$ cat config.mk
export PLATFORM = sky130hd
export DESIGN_NAME = regfile_sweep
export DESIGN_NICKNAME = d
export VERILOG_FILES = /design/src/rtl/regfile_sweep.sv
export SDC_FILE = /design/constraint.sdc
export NUM_CORES = 1
export LEC_CHECK = 0
export BUFFER_PORTS_ARGS = -buffer_cell sky130_fd_sc_hd__buf_2
export CAP_MARGIN = 10
export CORE_AREA = 2 2 226 450
export CTS_CLUSTER_DIAMETER = 200
export CTS_CLUSTER_SIZE = 14
export DETAILED_ROUTE_END_ITERATION = 7
export DIE_AREA = 0 0 228 452
export PLACE_DENSITY = 0.68
export SLEW_MARGIN = 10
export SYNTH_ARGS = -nofsm -noshare
export SYNTH_HDL_FRONTEND = slang
export SYNTH_SLANG_ARGS = --single-unit
$ cat constraint.sdc
create_clock -name clk -period 4.4 [get_ports clk]
set_clock_uncertainty 0.1 [all_clocks]
set_input_delay 0.22 -clock clk [delete_from_list [all_inputs] [get_ports clk]]
set_output_delay 0.22 -clock clk [all_outputs]
set_load 0.02 [all_outputs]
$ cat src/rtl/regfile_sweep.sv
// regfile_sweep: parametrised register file with two combinational read
// ports, one synchronous write port, optional write-through bypass, optional
// hardwired-zero entry 0, and a one-entry-per-cycle clear engine so the
// array itself carries no reset and can still map onto RAM.
module regfile_sweep #(
    parameter int DW      = 32,
    parameter int AW      = 5,
    parameter int ZERO_R0 = 1,
    parameter int BYPASS  = 1
) (
    input  logic          clk,
    input  logic          rst_n,
    input  logic          clr,
    output logic          ready,
    input  logic [AW-1:0] a1,
    input  logic [AW-1:0] a2,
    input  logic [AW-1:0] aw,
    input  logic          we,
    input  logic [DW-1:0] din,
    output logic [DW-1:0] r1,
    output logic [DW-1:0] r2
);

    // state | meaning
    // CLEAR | sweep counter walks the array writing zeros; reads return 0,
    //       | user writes ignored, ready low
    // RUN   | array valid; writes accepted, reads served, ready high

    localparam int            DEPTH = 1 << AW;
    localparam logic [AW-1:0] LAST  = AW'(DEPTH - 1);

    typedef enum logic {
        CLEAR = 1'b0,
        RUN   = 1'b1
    } state_t;

    state_t        state;
    logic [AW-1:0] cnt;

    logic [DW-1:0] mem [DEPTH];

    logic          sweep_we;
    logic          user_we;
    logic          r0_hit_w;

    // Sequencing FSM: sweep counter, state and registered ready flag.
    // A clear request always restarts the sweep from entry 0, whether it
    // arrives mid-sweep or during normal operation.
    always_ff @(posedge clk or negedge rst_n) begin
        if (!rst_n) begin
            state <= CLEAR;
            cnt   <= '0;
            ready <= 1'b0;
        end else begin
            case (state)
                CLEAR: begin
                    if (clr) begin
                        cnt <= '0;
                    end else if (cnt == LAST) begin
                        state <= RUN;
                        cnt   <= '0;
                        ready <= 1'b1;
                    end else begin
                        cnt <= cnt + 1'b1;
                    end
                end
                RUN: begin
                    if (clr) begin
                        state <= CLEAR;
                        cnt   <= '0;
                        ready <= 1'b0;
                    end
                end
                default: begin
                    state <= CLEAR;
                    cnt   <= '0;
                    ready <= 1'b0;
                end
            endcase
        end
    end

    // Array write qualification: the sweep owns the write port while
    // clearing; a user write needs RUN, no concurrent clear, and (when
    // entry 0 is hardwired) a non-zero address.
    always_comb begin
        r0_hit_w = (ZERO_R0 != 0) && (aw == '0);
        sweep_we = (state == CLEAR);
        user_we  = (state == RUN) && we && !clr && !r0_hit_w;
    end

    // Storage array, deliberately without reset so it can infer as RAM.
    always_ff @(posedge clk) begin
        if (sweep_we) begin
            mem[cnt] <= '0;
        end else if (user_we) begin
            mem[aw] <= din;
        end
    end

    // Per-port read resolution, highest priority first: not ready, entry 0
    // hardwired, bypass of the in-flight write, then the stored word.
    function automatic logic [DW-1:0] read_port(input logic [AW-1:0] addr);
        logic [DW-1:0] val;
        if (!ready) begin
            val = '0;
        end else if ((ZERO_R0 != 0) && (addr == '0)) begin
            val = '0;
        end else if ((BYPASS != 0) && we && (aw == addr)) begin
            val = din;
        end else begin
            val = mem[addr];
        end
        return val;
    endfunction

    // Read port 1.
    always_comb begin
        r1 = read_port(a1);
    end

    // Read port 2.
    always_comb begin
        r2 = read_port(a2);
    end

endmodule

==> impl_results.md <==
- Final ANT Viol Nets: 0
- Vias per Instance: 7.20
- Critical path class: primary input to output pin
- Critical path's slowest cell: o311ai_0
- Placed Cells incl. Taps: about 4200
- Non-Filler Instances: 4329
- I/O Buffers: 115
- Hold_buf cts: 3
- Final min period: ~3.5 ns
- Worst path required time: between 4 and 5 ns
- P per Cell Area: about 360 mW/mm²
- Reg2reg end: mem[23][10]
- CP endpoint kind: output pin
- Yosys warnings: 0
- Met1 WL: 53700 µm
- Share of cells above drive strength 1: 0.266
- DRT Pass-1 Iters: 6
- Leakage power figure: 19.7 nW
- RSZ-0062 raised after global routing: no
- Die Area: 0.103 mm²
- Most common cell in the synthesized netlist: edfxtp_1
- Area growth, synth to finish: 10.0%
- Vias in the first global route: 32300
- Worst relative slew slack: 0.158
- Cells after synthesis: 2872
- Multi-input logic area: 0.0174 mm²
- Drt total wl: 168000 µm
- DR iter-0 viols: a little over 4000
- Met3 WL: 16400 µm
- FP Rows: 164
- Root buf cell: clkbuf_16
- CTS HTree Levels: 3
- Status: finished, final reports clean
- Worst Hold End: mem[0][14]
- Syn Nets: slightly below 3000
- Die boundary width: 228 µm
- EDFF count, synth: 1024
- DP HPWL: 102000 µm
- DR top layer: met5
- Max IR drop VDD: between 200 and 300 µV
- Flops & latches, synth: just over 1000
- Final Hold Fails: 0
- PostCTS Resize Cnt: 0
- Die Span Y: between 400 and 500 µm
- HP Class: primary input to flop
- WP data arrival: 3.19 ns
- Top post-synthesis cells by area: edfxtp_1, mux4_2, mux2i_1
- Synth cell types: 54
- Max-cap violations: 0
- WL met2: roughly 83000 µm
- CTS tree: yes
- Clock Latency Late Sink: between 0.6 and 0.7 ns
- Wire length per cell: around 39 µm
- R2R Setup Slk: 0.92 ns
- Worst Hold Depth: 3
- Synth top cells by count: edfxtp_1, mux2i_1, mux4_2
- Core area: 0.0997 mm²
- Clock Sink Count: between 1000 and 1500
- Initial antenna violation count: 8
- Overflow after GRT: 0
- CTS Buffer Depth: 3
- Seq/Total Area, Yosys: 0.626
- Gr usage total: 0.324
- Largest net degree at the start of global routing: 81
- Synth top area share: 0.622
- Post-Syn Area: between 0.04 and 0.05 mm²
- CP max FO: 55
- Synthesized area per cell: 17.2 µm²
- GPL Wtd Cong: 0.910
- Max incr delay on CP: ~0.67 ns
- Critical path, cell by cell: buf_6, buf_4, mux4_2, nor2b_1, o311ai_0, a31oi_1, buf_2
- Final Cycle Share: 0.797
- Drt drc: 0
- FF/Latch Area: 0.0309 mm²
- Asr flop ratio synth: 0.00679
- CP Launch Type: primary input
- CTS Buf Count: 83
- Least-Margin Pin Slew: 1.26 ns
- Nets: 3037
- Initial Utilization: 0.495
- Ys flop type: edfxtp_1
- Critical R2R Launch: state
- Vias: 31200
- Total power: 0.0195 W
- Clk pin slew, worst setup/hold paths: approximately 0.06 ns
- First-pass GRT wire length: approximately 230000 µm
- Setup violators final: 0
- Hold path start: din[14]
- Largest area contributor in the netlist: edfxtp_1
- Total negative slack: 0 ns
- Worst R2R Path Depth: 6
- Final Max Tran Viols: 0
- # IOs: about 120
- Post-CTS setup buffers: 0
- # fillers: 7820
- Max Clk Rate: 285 MHz
-- state kept, by name, summed over array words and instances, names as in the netlist --
signal / count
mem: 1024
cnt: 5
ready: 1
state: 1
-- critical path: cells and delay by family --
family	cells	cell delay [ns]
AOI/OAI and AO/OA	2	0.96
muxes	1	0.38
buffers and inverters	3	1.38
and+or+nand+nor	1	0.14
-- layout make-up --
cell class,count,area share
timing repair buffer,274,0.0395
clock inverter,6,0.00122
antenna,3,0.000138
sequential,1031,0.569
multi-input combinational,1590,0.320
inverter,4,0.000276
clock buffer,93,0.0397
tap,1328,0.0306
-- cells in the final DEF, fill, tap and decap left out, types with 33 or more instances in the layout --
cell type / n
edfxtp_1: 1024
mux2i_1: 423
mux4_2: 320
o21ai_0: 132
buf_4: 130
buf_2: 109
o22ai_1: 94
clkbuf_16: 85
nand2_1: 74
a22oi_1: 63
mux2_2: 59
a31oi_1: 57
o221ai_1: 56
nor2b_1: 40
a41oi_1: 33
and2_1: 33
-- how the worst max path moves through the flow --
stage | from | endpoint | slack, ns | depth (start not counted)
6_report | a1[1] | r1[23] | 0.89 | 7
5_1_grt | state | mem[23][10] | 0.78 | 6
4_1_cts | a1[1] | r1[23] | 0.96 | 7
3_5_place_dp | a1[1] | r1[23] | 0.98 | 7
3_3_place_gp | a1[1] | r1[23] | 0.98 | 7
2_1_floorplan | aw[3] | mem[16][0] | 0.14 | 6
-- power breakdown --
part | switching, W | internal, W | leakage (nW)
sequential | 0.0000507 | 0.0108 | 11.0
combinational | 0.00121 | 0.000650 | 7.64
clock | 0.00339 | 0.00345 | 1.08
total | 0.00465 | 0.0149 | 19.7
-- routing by layer --
layer | up-vias | global-route usage
met4 | 4 | 0.241
met2 | 2239 | 0.547
li1 | 12200 | -
met3 | 651 | 0.0665
met5 | - | 0
met1 | 16100 | 0.365
-- cell families (layout without fill, tap and decap cells) --
logic type | count (synthesis) | count (layout) | share of synthesized area
compound gates | 519 | 519 | 0.0723
xor+xnor | 10 | 10 | 0.00177
fa+ha+maj | 2 | 2 | 0.000506
buf+inv | 251 | 377 | 0.0283
flops | 1031 | 1031 | 0.626
mux | 802 | 802 | 0.245
other cells | 0 | 3 | 0
simple gates | 257 | 257 | 0.0263
-- per-stage QoR --
step                setup WS (ns)  instance area [µm²]  utilization  hold WS, ns
CTS                         0.959                54400        0.545       0.0858
global route                0.779                54400        0.545        0.133
detailed placement          0.979                52100        0.523      -0.0403
finish                      0.894                54400        0.545        0.124
global placement            0.984                52100        0.523      -0.0461
floorplan                   0.140                49400            -       -0.176
No activity file was read; power rests on OpenSTA's default activity.
